==> config.mk <==
export PLATFORM = sky130hd
export DESIGN_NAME = gcd_arbiter
export DESIGN_NICKNAME = d
export VERILOG_FILES = /design/src/rtl/gcd_arbiter.sv
export SDC_FILE = /design/constraint.sdc
export NUM_CORES = 1
export LEC_CHECK = 0
export ABC_AREA = 1
export CAP_MARGIN = 10
export CORE_AREA = 2 2 81 142
export CTS_CLUSTER_DIAMETER = 120
export CTS_CLUSTER_SIZE = 14
export DETAILED_ROUTE_END_ITERATION = 12
export DIE_AREA = 0 0 83 144
export PLACE_DENSITY = 0.8
export SKIP_LAST_GASP = 1
export SYNTH_ARGS = -nofsm -noshare
export SYNTH_HDL_FRONTEND = slang
export SYNTH_SLANG_ARGS = --single-unit
==> constraint.sdc <==
create_clock -name clk -period 3.1 [get_ports clk]
set_input_delay 0.31 -clock clk [delete_from_list [all_inputs] [get_ports clk]]
set_output_delay 0.31 -clock clk [all_outputs]
set_load 0.02 [all_outputs]
==> src/rtl/gcd_arbiter.sv <==
// gcd_arbiter: round-robin arbiter sequencing N_REQ requesters onto one shared GCD unit
module gcd_arbiter #(
  parameter int N_REQ    = 4,
  parameter int WIDTH    = 16,
  parameter int MAX_WAIT = 1023
) (
  input  logic                   clk,
  input  logic                   rst,
  input  logic [N_REQ-1:0]       req,
  input  logic [N_REQ*WIDTH-1:0] op_a,
  input  logic [N_REQ*WIDTH-1:0] op_b,
  output logic [N_REQ-1:0]       gnt,
  output logic [N_REQ-1:0]       resp_valid,
  output logic [WIDTH-1:0]       resp_data,
  output logic                   resp_err,
  output logic                   busy,
  output logic                   gcd_start,
  output logic [WIDTH-1:0]       gcd_data,
  input  logic                   gcd_done,
  input  logic [WIDTH-1:0]       gcd_result
);
  localparam int IW = $clog2(N_REQ);
  localparam int CW = $clog2(MAX_WAIT + 1);
  typedef enum logic [2:0] {IDLE, LOAD_A, LOAD_B, WAIT, RESP} state_t;
  state_t state, nxt;
  logic [IW-1:0] ptr, idx, win, lo, hi;
  logic hit, byp, timeout;
  logic [WIDTH-1:0] a_q, b_q, a_sel, b_sel;
  logic [CW-1:0] cnt;
  logic [N_REQ-1:0] onehot;
  always_comb begin
    lo = '0;
    hi = '0;
    hit = 1'b0;
    for (int i = N_REQ - 1; i >= 0; i--) begin
      if (req[i]) lo = IW'(i);
      if (req[i] && IW'(i) >= ptr) begin
        hi = IW'(i);
        hit = 1'b1;
      end
    end
    win = hit ? hi : lo;
  end
  always_comb begin
    a_sel = '0;
    b_sel = '0;
    for (int i = 0; i < N_REQ; i++) begin
      if (IW'(i) == win) begin
        a_sel = op_a[i*WIDTH +: WIDTH];
        b_sel = op_b[i*WIDTH +: WIDTH];
      end
    end
  end
  assign timeout = cnt == CW'(MAX_WAIT - 1);
  always_ff @(posedge clk or posedge rst) begin
    if (rst) state <= IDLE;
    else state <= nxt;
  end
  always_comb begin
    nxt = state;
    case (state)
      IDLE:    nxt = |req ? ((a_sel != '0 && b_sel != '0) ? LOAD_A : RESP) : IDLE;
      LOAD_A:  nxt = LOAD_B;
      LOAD_B:  nxt = WAIT;
      WAIT:    nxt = (gcd_done || timeout) ? RESP : WAIT;
      default: nxt = IDLE;
    endcase
  end
  always_ff @(posedge clk or posedge rst) begin
    if (rst) begin
      ptr <= '0;
      idx <= '0;
      a_q <= '0;
      b_q <= '0;
      byp <= 1'b0;
      cnt <= '0;
      resp_data <= '0;
      resp_err <= 1'b0;
    end else begin
      case (state)
        IDLE: if (|req) begin
          idx <= win;
          a_q <= a_sel;
          b_q <= b_sel;
          byp <= a_sel == '0 || b_sel == '0;
          if (a_sel == '0 || b_sel == '0) begin
            resp_data <= a_sel == '0 ? b_sel : a_sel;
            resp_err <= a_sel == '0 && b_sel == '0;
          end
        end
        LOAD_B: cnt <= '0;
        WAIT: begin
          cnt <= cnt + 1'b1;
          if (gcd_done) begin
            resp_data <= gcd_result;
            resp_err <= 1'b0;
          end else if (timeout) begin
            resp_data <= '0;
            resp_err <= 1'b1;
          end
        end
        RESP: ptr <= idx == IW'(N_REQ - 1) ? '0 : idx + 1'b1;
        default: ;
      endcase
    end
  end
  always_comb begin
    onehot = N_REQ'(1) << idx;
    gnt = (state == LOAD_A || (state == RESP && byp)) ? onehot : '0;
    resp_valid = state == RESP ? onehot : '0;
    busy = state != IDLE;
    gcd_start = state == LOAD_A;
    gcd_data = state == LOAD_A ? a_q : (state == LOAD_B || state == WAIT) ? b_q : '0;
  end
endmodule

* Word-level counts from Yosys, hierarchy flattened
Index checks and enable logic that the tools add are counted.
** Operators by class
- Add/subtract/negate cells :: 2
- Order comparisons :: 4
- Eq/ne operators :: 12
- Shift operators :: 1
- Multiplexer cells :: 42
- Reductions and logical operators :: 23
** Operator list (count)
- $mux 16 :: 15
- $logic_not 16->1 :: 2
- $pmux 16 s2 :: 1
- $reduce_bool 16->1 :: 2
- $mux 2 :: 10
- $pmux 10 s2 :: 1
- $pmux 3 s4 :: 1
- $add 10x1->10 const B :: 1
- $eq 10x10->1 const B :: 1
- $mux 3 :: 3
- $mux 1 :: 8
- $mux 4 :: 2
- $logic_and 1x1->1 :: 7
- $eq 3x2->1 const B :: 2
- $eq 2x2->1 const A :: 2
- $ge 1x2->1 const A :: 2
- $ge 2x2->1 const A :: 2
- $logic_or 1x1->1 :: 4
- $ne 2x2->1 const B :: 2
- $reduce_and 4->1 :: 1
- $reduce_bool 2->1 :: 2
- $reduce_or 4->1 :: 1
- $shl 1x2->4 const A :: 1
- $eq 3x1->1 const B :: 1
- other kinds (10) :: 10
** Word-level totals
- Bits in registers :: 67
- Output and inout port bits :: 43
- Logic and storage cells :: 93

* Depth between registers and ports, before layout
- Depth after elaboration :: 17
- Mapped depth :: 21

* Worst setup path after synthesis
OpenSTA, ideal clock, no wires.
- Path kind :: reg-to-reg
- Start point :: reg ptr[1]
- End point :: reg resp_data[10]
- Library setup time :: 117 ps
- Arrival time :: 2227 ps
- Data required time :: 2983 ps
- Path slack :: 756 ps
- Stages on the path, launching flop included :: 20
- Path buffers :: 3
- Period minus slack after synthesis :: 2344 ps
- Cell sequence :: dfrtp_1 -> nand2_1 -> nand2_1 -> nand2_1 -> nand2_1 -> nand2_2 -> nand2_4 -> buf_2 -> buf_2 -> nand3_1 -> nand4_1 -> nor2_1 -> nand2_1 -> nor2_1 -> nand2_1 -> nand2_2 -> nand3_4 -> buf_2 -> nand3_1 -> nand2_1
** On the way
- Word-level cells in the longest chain between the ends :: 17
- Elaborated cells between the ends (all ways) :: 38
** RTL lines
- start: declaration :: line 26 : logic [IW-1:0] ptr, idx, win, lo, hi;
- start signal: assignment :: line 102 : RESP: ptr <= idx == IW'(N_REQ - 1) ? '0 : idx + 1'b1;
- $ge 2x2->1 :: line 37 : if (req[i] && IW'(i) >= ptr) begin
- $logic_and 1x1->1 :: line 37
- $mux 2 or $mux 1 (tied branches) (4 in series) :: line 37
- $mux 2 * :: line 42 : win = hit ? hi : lo;
- $logic_not 2->1 :: line 48 : if (IW'(i) == win) begin
- $mux 16 (4 in series) :: line 48
- $logic_not 16->1 :: line 86, 87
- $mux 16 :: line 87 : resp_data <= a_sel == '0 ? b_sel : a_sel;
- $mux 16 :: line 86 : if (a_sel == '0 || b_sel == '0) begin
- $mux 16 :: line 81 : IDLE: if (|req) begin
- $pmux 16 s2 :: line 80 : case (state)
- end signal: assignment :: line 87
- end signal: assignment :: line 95 : resp_data <= gcd_result;
- end: declaration :: line 14 : output logic [WIDTH-1:0] resp_data,
Mark *: on every way between the ends. The rest lies on a longest branch, timed or not. The select of a mux whose other input is x is not followed.
A chain may end at the register's enable or synchronous reset.

* Worst setup path after layout
- Start point :: in req[1]
- End point :: reg resp_data[1]
** On the way
- Word-level cells in the longest chain between the ends :: 14
- Elaborated cells between the ends (all ways) :: 31
** RTL lines
- start: declaration :: line 9 : input logic [N_REQ-1:0] req,
- $logic_and 1x1->1 :: line 37
- $mux 2 or $mux 1 (tied branches) (2 in series) :: line 37
- $mux 2 :: line 42
- $logic_not 2->1 :: line 48
- $mux 16 (4 in series) :: line 48
- $logic_not 16->1 :: line 86, 87
- $mux 16 :: line 87
- $mux 16 :: line 86
- $mux 16 :: line 81
- $pmux 16 s2 :: line 80
Several ways; a longest one is shown, not always the timed one. The select of a mux whose other input is x is not followed.

==> Flow_metrics.wiki <==
{| class="wikitable"
! Metric !! Value
|-
| Combined area of the multi-input logic cells || 2470 sq um
|-
| Deepest clock path buffer count || 2
|-
| Vias per std cell || 5.31
|-
| GR Util All Layers || 26.6%
|-
| Ports placed on the boundary || 194
|-
| Via count || 5526
|-
| Max Fclk || 355 MHz
|-
| Netlist Area Pre-Place || 4680 sq um
|-
| Combinational share of power || 59.4%
|-
| Total non-filler cell area in the finished layout || 7170 sq um
|-
| Die Span Y || 144 um
|-
| Gate count of the mapped netlist || 708
|-
| Cell type contributing the most total cell area after synthesis || sky130_fd_sc_hd__dfrtp_1
|-
| Most frequent cells in the layout || 203 x sky130_fd_sc_hd__nand2_1, 193 x sky130_fd_sc_hd__clkdlybuf4s50_1, 113 x sky130_fd_sc_hd__nand3_1, 84 x sky130_fd_sc_hd__inv_1, 67 x sky130_fd_sc_hd__dfrtp_1
|-
| Type of origin of the critical path || primary input
|-
| Global-route wire length before repair || 25300 um
|-
| Die boundary width || 83 um
|-
| Weighted congestion at the end of routability-driven global placement || 0.981
|-
| P per Cell Area || 853 nW/um^2
|-
| Maximum fanout along the worst path || 31
|-
| Final ANT Viol Nets || 0
|-
| Number of DRC violations after detailed routing || 0
|-
| Count of routing violations after the opening detailed-route iteration || 400
|-
| Starting utilization of the core area || 42.9%
|-
| Sequential fraction of the synthesis area || 35.8%
|-
| Leakage power of the design || 3.28 nW
|-
| Cell types with the largest area share after synthesis || sky130_fd_sc_hd__dfrtp_1 36%, sky130_fd_sc_hd__nand2_1 16%, sky130_fd_sc_hd__nand3_1 12%, sky130_fd_sc_hd__inv_1 6.8%, sky130_fd_sc_hd__nand4_1 6.4%
|-
| Crit end category || flop
|-
| Flop and latch count out of synthesis || 67
|-
| Type of the setup path with the least slack || in -> reg
|-
| Area after detailed placement || 6840 sq um
|-
| Clock sink count || 67
|-
| Peak supply drop || 0.547 mV
|-
| Pin count of the biggest net entering global routing || 68
|-
| Required time at the endpoint of the critical path || 3.32 ns
|-
| Number of inserted filler cells in the final layout || 964
|-
| Number of setup violations in the final report || 0
|-
| Most common cell type on the critical path || sky130_fd_sc_hd__nand2_1
|-
| Setup repair after global routing missed its margin || false
|-
| Total inserted antenna cells || 0
|-
| Die Footprint || 12000 sq um
|-
| Post-route minimum period || 2.81 ns
|-
| Setup Buffers After CTS || 0
|-
| Root buffer cell || sky130_fd_sc_hd__clkbuf_16
|-
| Share of cells above drive strength 1 || 7.27%
|-
| Proportion of power drawn by the clock network || 17.8%
|-
| Count of instances resized after the clock tree is built || 0
|-
| Number of hold-slack violations in the final timing report || 0
|-
| Slowest stage cell, crit path || sky130_fd_sc_hd__clkdlybuf4s50_1
|-
| Top cell type's share of synthesized area || 35.8%
|-
| Vias in the first global route || 5286
|-
| IO Port Bufs || 193
|-
| Quantity of hold-fixing buffers added after cts || 0
|-
| Number of search-and-repair iterations in the first detailed-routing pass || 6
|-
| Net Count, Synth || 865
|-
| Count of final max-slew check failures || 0
|-
| Remaining max-slew budget at the tightest pin || 43.0%
|-
| Commonest non-fill, non-tap cell in the layout || sky130_fd_sc_hd__nand2_1
|-
| Htree depth || 3
|-
| Worst-margin pin slew || 0.854 ns
|-
| DP Wirelength || 13000 um
|-
| Result of the run || finished, final reports clean
|-
| Cell internal power dissipation || 3.32 mW
|-
| Final global-route overflow total || 0
|-
| Area growth syn-to-layout || 53.1%
|-
| Yosys Warn Count || 0
|-
| Worst min-delay path category || reg -> reg
|-
| Placeable core region || 10900 sq um
|-
| Max-cap viol count || 0
|-
| Arrival time at the worst endpoint || 3.04 ns
|-
| Crit-path max cell delay || 0.51 ns
|-
| Final-stage net count || 1060
|-
| Clock tree from TritonCTS || built
|-
| Setup clock skew after layout || 0.00469 ns
|-
| Post-synth cell types || 31
|-
| Fin crit share || 90.8%
|-
| Switching pwr || 2.79 mW
|-
| Antenna violations before repair || 0
|-
| CP top delay family || simple AND/OR/NAND/NOR gates
|-
| Clock network latency to the later pin of the worst-skew pair || 0.34 ns
|-
| Storage cell area || 1680 sq um
|-
| Clock transition at path regs || 0.06 ns
|-
| Average routed wire per standard cell || 15.8 um
|-
| Final core occ || 65.7%
|-
| Sequential fraction of design power || 22.8%
|-
| Wire length reported by the detailed router || 16400 um
|-
| Fraction of power spent switching nets || 45.6%
|-
| Number of buffers added by the clock tree synthesis step || 9
|-
| CP bufs+invs || 5
|-
| Critical-path cell list || clkdlybuf4s50_1 > inv_2 > nor2_2 > inv_2 > nand2_1 > nand2_2 > nand2_4 > nor2_2 > buf_12 > nand2_1 > nand4_1 > nor2_1 > nand2_1 > nor2_4 > buf_4 > nand3_1 > nand3_1 > nand2_1 > nand2_1 > nand2_1
|-
| Number of placement rows || 51
|-
| Post-Synthesis Mean Instance Area || 6.61 sq um
|}
-- power groups by stage --
stage	clock network [mW]	logic (mW)	registers (mW)
floorplan	0	2.08	1.47
global placement	0	3.58	1.39
detailed placement	0	3.61	1.41
CTS	1.09	3.63	1.39
global route	1.14	3.96	1.43
finish	1.09	3.63	1.39
-- routing by layer --
metal	vias to the layer above	global-route usage, %	routed length (um)
met4	0	14.1	748
met5	-	0	0
met1	2535	28.3	5730
met2	229	50.3	9020
met3	49	4.11	909
li1	2713	-	-
-- worst reg2reg max path, delay by kind of cell (launching register included) --
kind	cells	cell delay (ns)
buffers and inverters	3	0.58
flip-flops	1	0.41
AND/OR/NAND/NOR	14	1.66
-- flip-flops by register name (all words and copies together) (netlist names) --
name / flops
a_q: 16
b_q: 16
byp: 1
cnt: 10
idx: 2
ptr: 2
resp_data: 16
resp_err: 1
state: 3
-- worst paths after layout --
path / from / end / slack [ns] / cells past startpoint
setup / recovery: req[1] / resp_data[1]$_DFFE_PP0P_ / 0.29 / 20
max in group asynchronous: rst / resp_data[6]$_DFFE_PP0P_ / 1.99 / 3
hold / removal: b_q[11]$_DFFE_PP0P_ / b_q[11]$_DFFE_PP0P_ / 0.49 / 2
setup reg to reg: ptr[1]$_DFFE_PP0P_ / resp_data[1]$_DFFE_PP0P_ / 0.33 / 17
min in group asynchronous: rst / cnt[6]$_DFFE_PP0N_ / 0.53 / 3
hold reg to reg: b_q[11]$_DFFE_PP0P_ / b_q[11]$_DFFE_PP0P_ / 0.49 / 2
-- Yosys cell counts --
library cell	count
sky130_fd_sc_hd__a21oi_1	9
sky130_fd_sc_hd__a21oi_2	1
sky130_fd_sc_hd__a22o_1	1
sky130_fd_sc_hd__buf_1	5
sky130_fd_sc_hd__buf_2	15
sky130_fd_sc_hd__buf_6	6
sky130_fd_sc_hd__clkbuf_1	14
sky130_fd_sc_hd__dfrtp_1	67
sky130_fd_sc_hd__ha_1	6
sky130_fd_sc_hd__inv_1	85
sky130_fd_sc_hd__inv_2	3
sky130_fd_sc_hd__nand2_1	203
sky130_fd_sc_hd__nand2_2	3
sky130_fd_sc_hd__nand2_4	3
sky130_fd_sc_hd__nand3_1	113
sky130_fd_sc_hd__nand3_2	1
sky130_fd_sc_hd__nand3_4	1
sky130_fd_sc_hd__nand3b_1	2
sky130_fd_sc_hd__nand4_1	48
sky130_fd_sc_hd__nor2_1	46
sky130_fd_sc_hd__nor2_2	3
sky130_fd_sc_hd__nor2_4	2
sky130_fd_sc_hd__nor3_1	6
sky130_fd_sc_hd__nor4_1	1
sky130_fd_sc_hd__o21ai_0	47
sky130_fd_sc_hd__o21ai_1	1
sky130_fd_sc_hd__o22ai_1	12
sky130_fd_sc_hd__o31ai_1	1
sky130_fd_sc_hd__o32ai_1	1
sky130_fd_sc_hd__xnor2_1	1
sky130_fd_sc_hd__xor2_1	1
-- stage by stage --
stage	cells	hold WS (ns)	TNS (ns)	worst slack, ns	power [mW]
after floorplan	708	0.453	0	0.756	3.55
after global placement	1024	0.467	0	0.00342	4.97
after global routing	1040	0.520	0	0.0721	6.52
final	1040	0.491	0	0.287	6.11
after CTS	1040	0.487	0	0.338	6.12
after detailed placement	1024	0.474	-0.0201	-0.0128	5.01
-- final cells by class --
cell class / count / area share [%]
Inverter: 88 / 4.61
Sequential cell: 67 / 23.4
Multi-Input combinational cell: 513 / 34.4
Tap cell: 132 / 2.30
Clock inverter: 3 / 0.611
Clock buffer: 13 / 3.91
Timing Repair Buffer: 224 / 30.7
-- logic make-up after synthesis --
| logic type | share of synthesized area [%] |
|---|---|
| buffers and inverters | 11.6 |
| adders and majority gates | 1.60 |
| DFF | 35.8 |
| xor gates and xnor gates | 0.374 |
| and+or+nand+nor | 42.2 |
| AOI/OAI and AO/OA | 8.42 |
No activity file was read; power rests on OpenSTA's default activity.
==> patch: new RTL, config.mk and constraints unchanged <==
Register the output `resp_err` once more, without a reset; this adds one clock of latency there. The other outputs are not delayed to match.
--- a/src/rtl/gcd_arbiter.sv
+++ b/src/rtl/gcd_arbiter.sv
@@ -22,6 +22,8 @@
   localparam int IW = $clog2(N_REQ);
   localparam int CW = $clog2(MAX_WAIT + 1);
   typedef enum logic [2:0] {IDLE, LOAD_A, LOAD_B, WAIT, RESP} state_t;
+
+  logic resp_err_s0;
   state_t state, nxt;
   logic [IW-1:0] ptr, idx, win, lo, hi;
   logic hit, byp, timeout;
@@ -75,7 +77,7 @@
       byp <= 1'b0;
       cnt <= '0;
       resp_data <= '0;
-      resp_err <= 1'b0;
+      resp_err_s0 <= 1'b0;
     end else begin
       case (state)
         IDLE: if (|req) begin
@@ -85,7 +87,7 @@
           byp <= a_sel == '0 || b_sel == '0;
           if (a_sel == '0 || b_sel == '0) begin
             resp_data <= a_sel == '0 ? b_sel : a_sel;
-            resp_err <= a_sel == '0 && b_sel == '0;
+            resp_err_s0 <= a_sel == '0 && b_sel == '0;
           end
         end
         LOAD_B: cnt <= '0;
@@ -93,10 +95,10 @@
           cnt <= cnt + 1'b1;
           if (gcd_done) begin
             resp_data <= gcd_result;
-            resp_err <= 1'b0;
+            resp_err_s0 <= 1'b0;
           end else if (timeout) begin
             resp_data <= '0;
-            resp_err <= 1'b1;
+            resp_err_s0 <= 1'b1;
           end
         end
         RESP: ptr <= idx == IW'(N_REQ - 1) ? '0 : idx + 1'b1;
@@ -112,5 +114,9 @@
     gcd_start = state == LOAD_A;
     gcd_data = state == LOAD_A ? a_q : (state == LOAD_B || state == WAIT) ? b_q : '0;
   end
+  always_ff @(posedge clk) begin
+    resp_err <= resp_err_s0;
+  end
+
 endmodule
 
Function: changed (Yosys sat finds a counterexample within 4 cycles, from zero or initial values and one cycle with rst high).
==> patch against the original RTL <==
- wire length grew 3.3%
- design area decreased by 0.23%
- power decreased by 0.66%
- worst setup slack gained 26 ps
- sequential cell count is 1 higher
- synthesized area up 0.43%
- final cell count is essentially flat
- first-iteration DRC count shrank 14%
- critical path type unchanged
==> patch: results (changes against the original RTL) <==
The initial antenna violation count was 0 (unchanged). The largest registers in the layout are a_q (16), b_q (16), resp_data (16). The worst hold slack came out at 290 ps (-202 ps).

The number of buffers inserted by post-CTS setup repair is 0 (unchanged). The largest delay contributor family on the critical path is simple AND/OR/NAND/NOR gates. The clock latency at the later pin of the worst-skew pair came to 340 ps (about the same). The wire length per cell came out at 16.3 µm (+3.2%). The global-route wire length before repair is 26.6 mm (+5.0%). The net switching power came out at 2870 µW (+2.8%).

The leakage power was 0.00326 µW (-0.63%). The number of vias per cell is 5.41 (+1.8%). The net count of the mapped netlist came out at 866 (+0.12%). The overall fraction of global-route tracks in use came out at 28.0% (+1.3 points). The reg-to-reg setup timing slack was 360 ps (+30 ps).

The via count of the first global-routing pass came out at 5484 (+3.7%). The initial DRC count is 346 (-14%). The proportion of synthesized flip-flops having asynchronous set or reset came out at 98.5% (-1.5 points). The normalized max-slew margin came out at 53.1% (+10 points). The number of I/O port buffers came out at 193 (unchanged).

The net total in the final layout came out at 1061 (+0.094%). The yosys synthesis warning count came to 0 (unchanged). The biggest cell delay along the critical path is 550 ps (+40 ps). The total CTS buffers came to 9 (unchanged).

The post-cts gate resize count is 0 (unchanged). The min-delay analysis places its worst path in the category in -> async. The clock tree buffer depth came to 2 (unchanged). The fraction of final layout cells sized beyond drive strength 1 is 7.26% (-0.0080 points).

The total of fill cells in the finished design is 947 (-1.8%). Ranked by instance count, the synthesized netlist is headed by sky130_fd_sc_hd__nand2_1 (203), sky130_fd_sc_hd__nand3_1 (113), sky130_fd_sc_hd__inv_1 (85). The number of distinct standard cells referenced by the synthesized netlist came to 32 (+3.2%). The clock group total power is 977 µW (-10%). The combinational-cell power consumption came out at 3680 µW (+1%). The register clock-pin slew on the reported worst setup and hold paths is 60 ps (about the same). The worst-case vdd ir drop is 0.000585 V (+6.9%). The maximum number of pins on one net before global-route repair is 42 (-38%).

The deepest level of the CTS H-tree came out at 3 (unchanged). The sequential cell area fraction in the yosys report was 36.1% (+0.27 points). The largest individual stage delay along the critical path comes from the cell sky130_fd_sc_hd__clkdlybuf4s50_1. By area the synthesized netlist is led by sky130_fd_sc_hd__dfrtp_1 (36%), sky130_fd_sc_hd__nand2_1 (16%), sky130_fd_sc_hd__nand3_1 (12%), sky130_fd_sc_hd__inv_1 (6.8%), sky130_fd_sc_hd__nand4_1 (6.4%).

The data arrival at the endpoint of the critical path is 3010 ps (-30 ps). The half-perimeter wire length of the detailed placement result was 13.3 mm (+2.9%). The flow ran to the end, and the final reports show no timing, DRC or antenna violations. The number of optimization iterations in the first detailed-route pass was 5 (-1). The final weighted congestion in routability-driven placement came out at 0.938 (-4.4%). The setup clock skew after layout is 8.21 ps (+3.52 ps).
-- patch: cell families (layout without fill, tap and decap cells) --
| kind of cell | count (synthesis) | in the layout | synth area share (%) |
|---|---|---|---|
| adder cells (fa/ha/maj) | 6 | 6 | 1.60 |
| AO/OA/AOI/OAI | 73 | 73 | 8.38 |
| buffers and inverters | 128 | 328 | 11.6 |
| XOR/XNOR | 2 | 2 | 0.373 |
| flip-flops | 68 | 68 | 36.1 |
| AND/OR/NAND/NOR | 432 | 432 | 42.0 |
-- patch: layout make-up --
cell class | count | area [µm²] | share of cell area [%]
multi-input combinational | 513 | 2470 | 34.5
tap | 132 | 165 | 2.31
inverter | 88 | 330 | 4.62
sequential | 68 | 1700 | 23.7
clock inverter | 6 | 48.8 | 0.683
clock buffer | 10 | 239 | 3.34
timing repair buffer | 224 | 2200 | 30.8
-- patch: worst register-to-register path, cell delays in order, from the launching register on --
cell and delay, ps:
sky130_fd_sc_hd__dfrtp_1 410, sky130_fd_sc_hd__nand2_1 110, sky130_fd_sc_hd__nand2_1 90, sky130_fd_sc_hd__nand3_1 90, sky130_fd_sc_hd__nand2_2 130, sky130_fd_sc_hd__inv_2 100, sky130_fd_sc_hd__nor2_2 550, sky130_fd_sc_hd__nand2_1 130
sky130_fd_sc_hd__nand4_1 210, sky130_fd_sc_hd__nor2_1 80, sky130_fd_sc_hd__nand2_1 70, sky130_fd_sc_hd__nor2_1 60, sky130_fd_sc_hd__nand2_1 70, sky130_fd_sc_hd__nand2_2 70, sky130_fd_sc_hd__nand3_4 110, sky130_fd_sc_hd__nand2_4 150
sky130_fd_sc_hd__nand2_1 120, sky130_fd_sc_hd__nand2_1 60
-- patch: path summary, 6_finish.rpt --
path	start	end	cells after the start
setup / recovery	req[3]	resp_data[15]	18
hold / removal	rst	cnt[4]	2
setup reg to reg	ptr[1]	resp_data[6]	17
hold reg to reg	resp_err_s0	resp_err	0
max in group asynchronous	rst	resp_data[9]	3
min in group clk	resp_err_s0	resp_err	0
-- patch: per-layer routing --
layer | vias to the layer above | part of all wire (%) | global-route usage [%]
met3 | 66 | 4.9 | 4.68
met2 | 256 | 53 | 50.6
met1 | 2593 | 36 | 30.8
li1 | 2716 | - | -
met5 | - | 0 | 0
met4 | 0 | 5.4 | 16.0
-- patch: per-stage QoR --
| step | cells | power [µW] | cell area [µm²] | setup WS, ps | util, % |
|---|---|---|---|---|---|
| 2_1_floorplan | 709 | 3570 | 4700 | 756 | - |
| 3_3_place_gp | 1025 | 5010 | 6860 | 11.6 | 62.9 |
| 3_5_place_dp | 1025 | 5050 | 6860 | 2.98 | 62.9 |
| 4_1_cts | 1041 | 6060 | 7150 | 335 | 65.5 |
| 5_1_grt | 1041 | 6490 | 7150 | 86.7 | 65.5 |
| 6_report | 1041 | 6070 | 7150 | 312 | 65.5 |
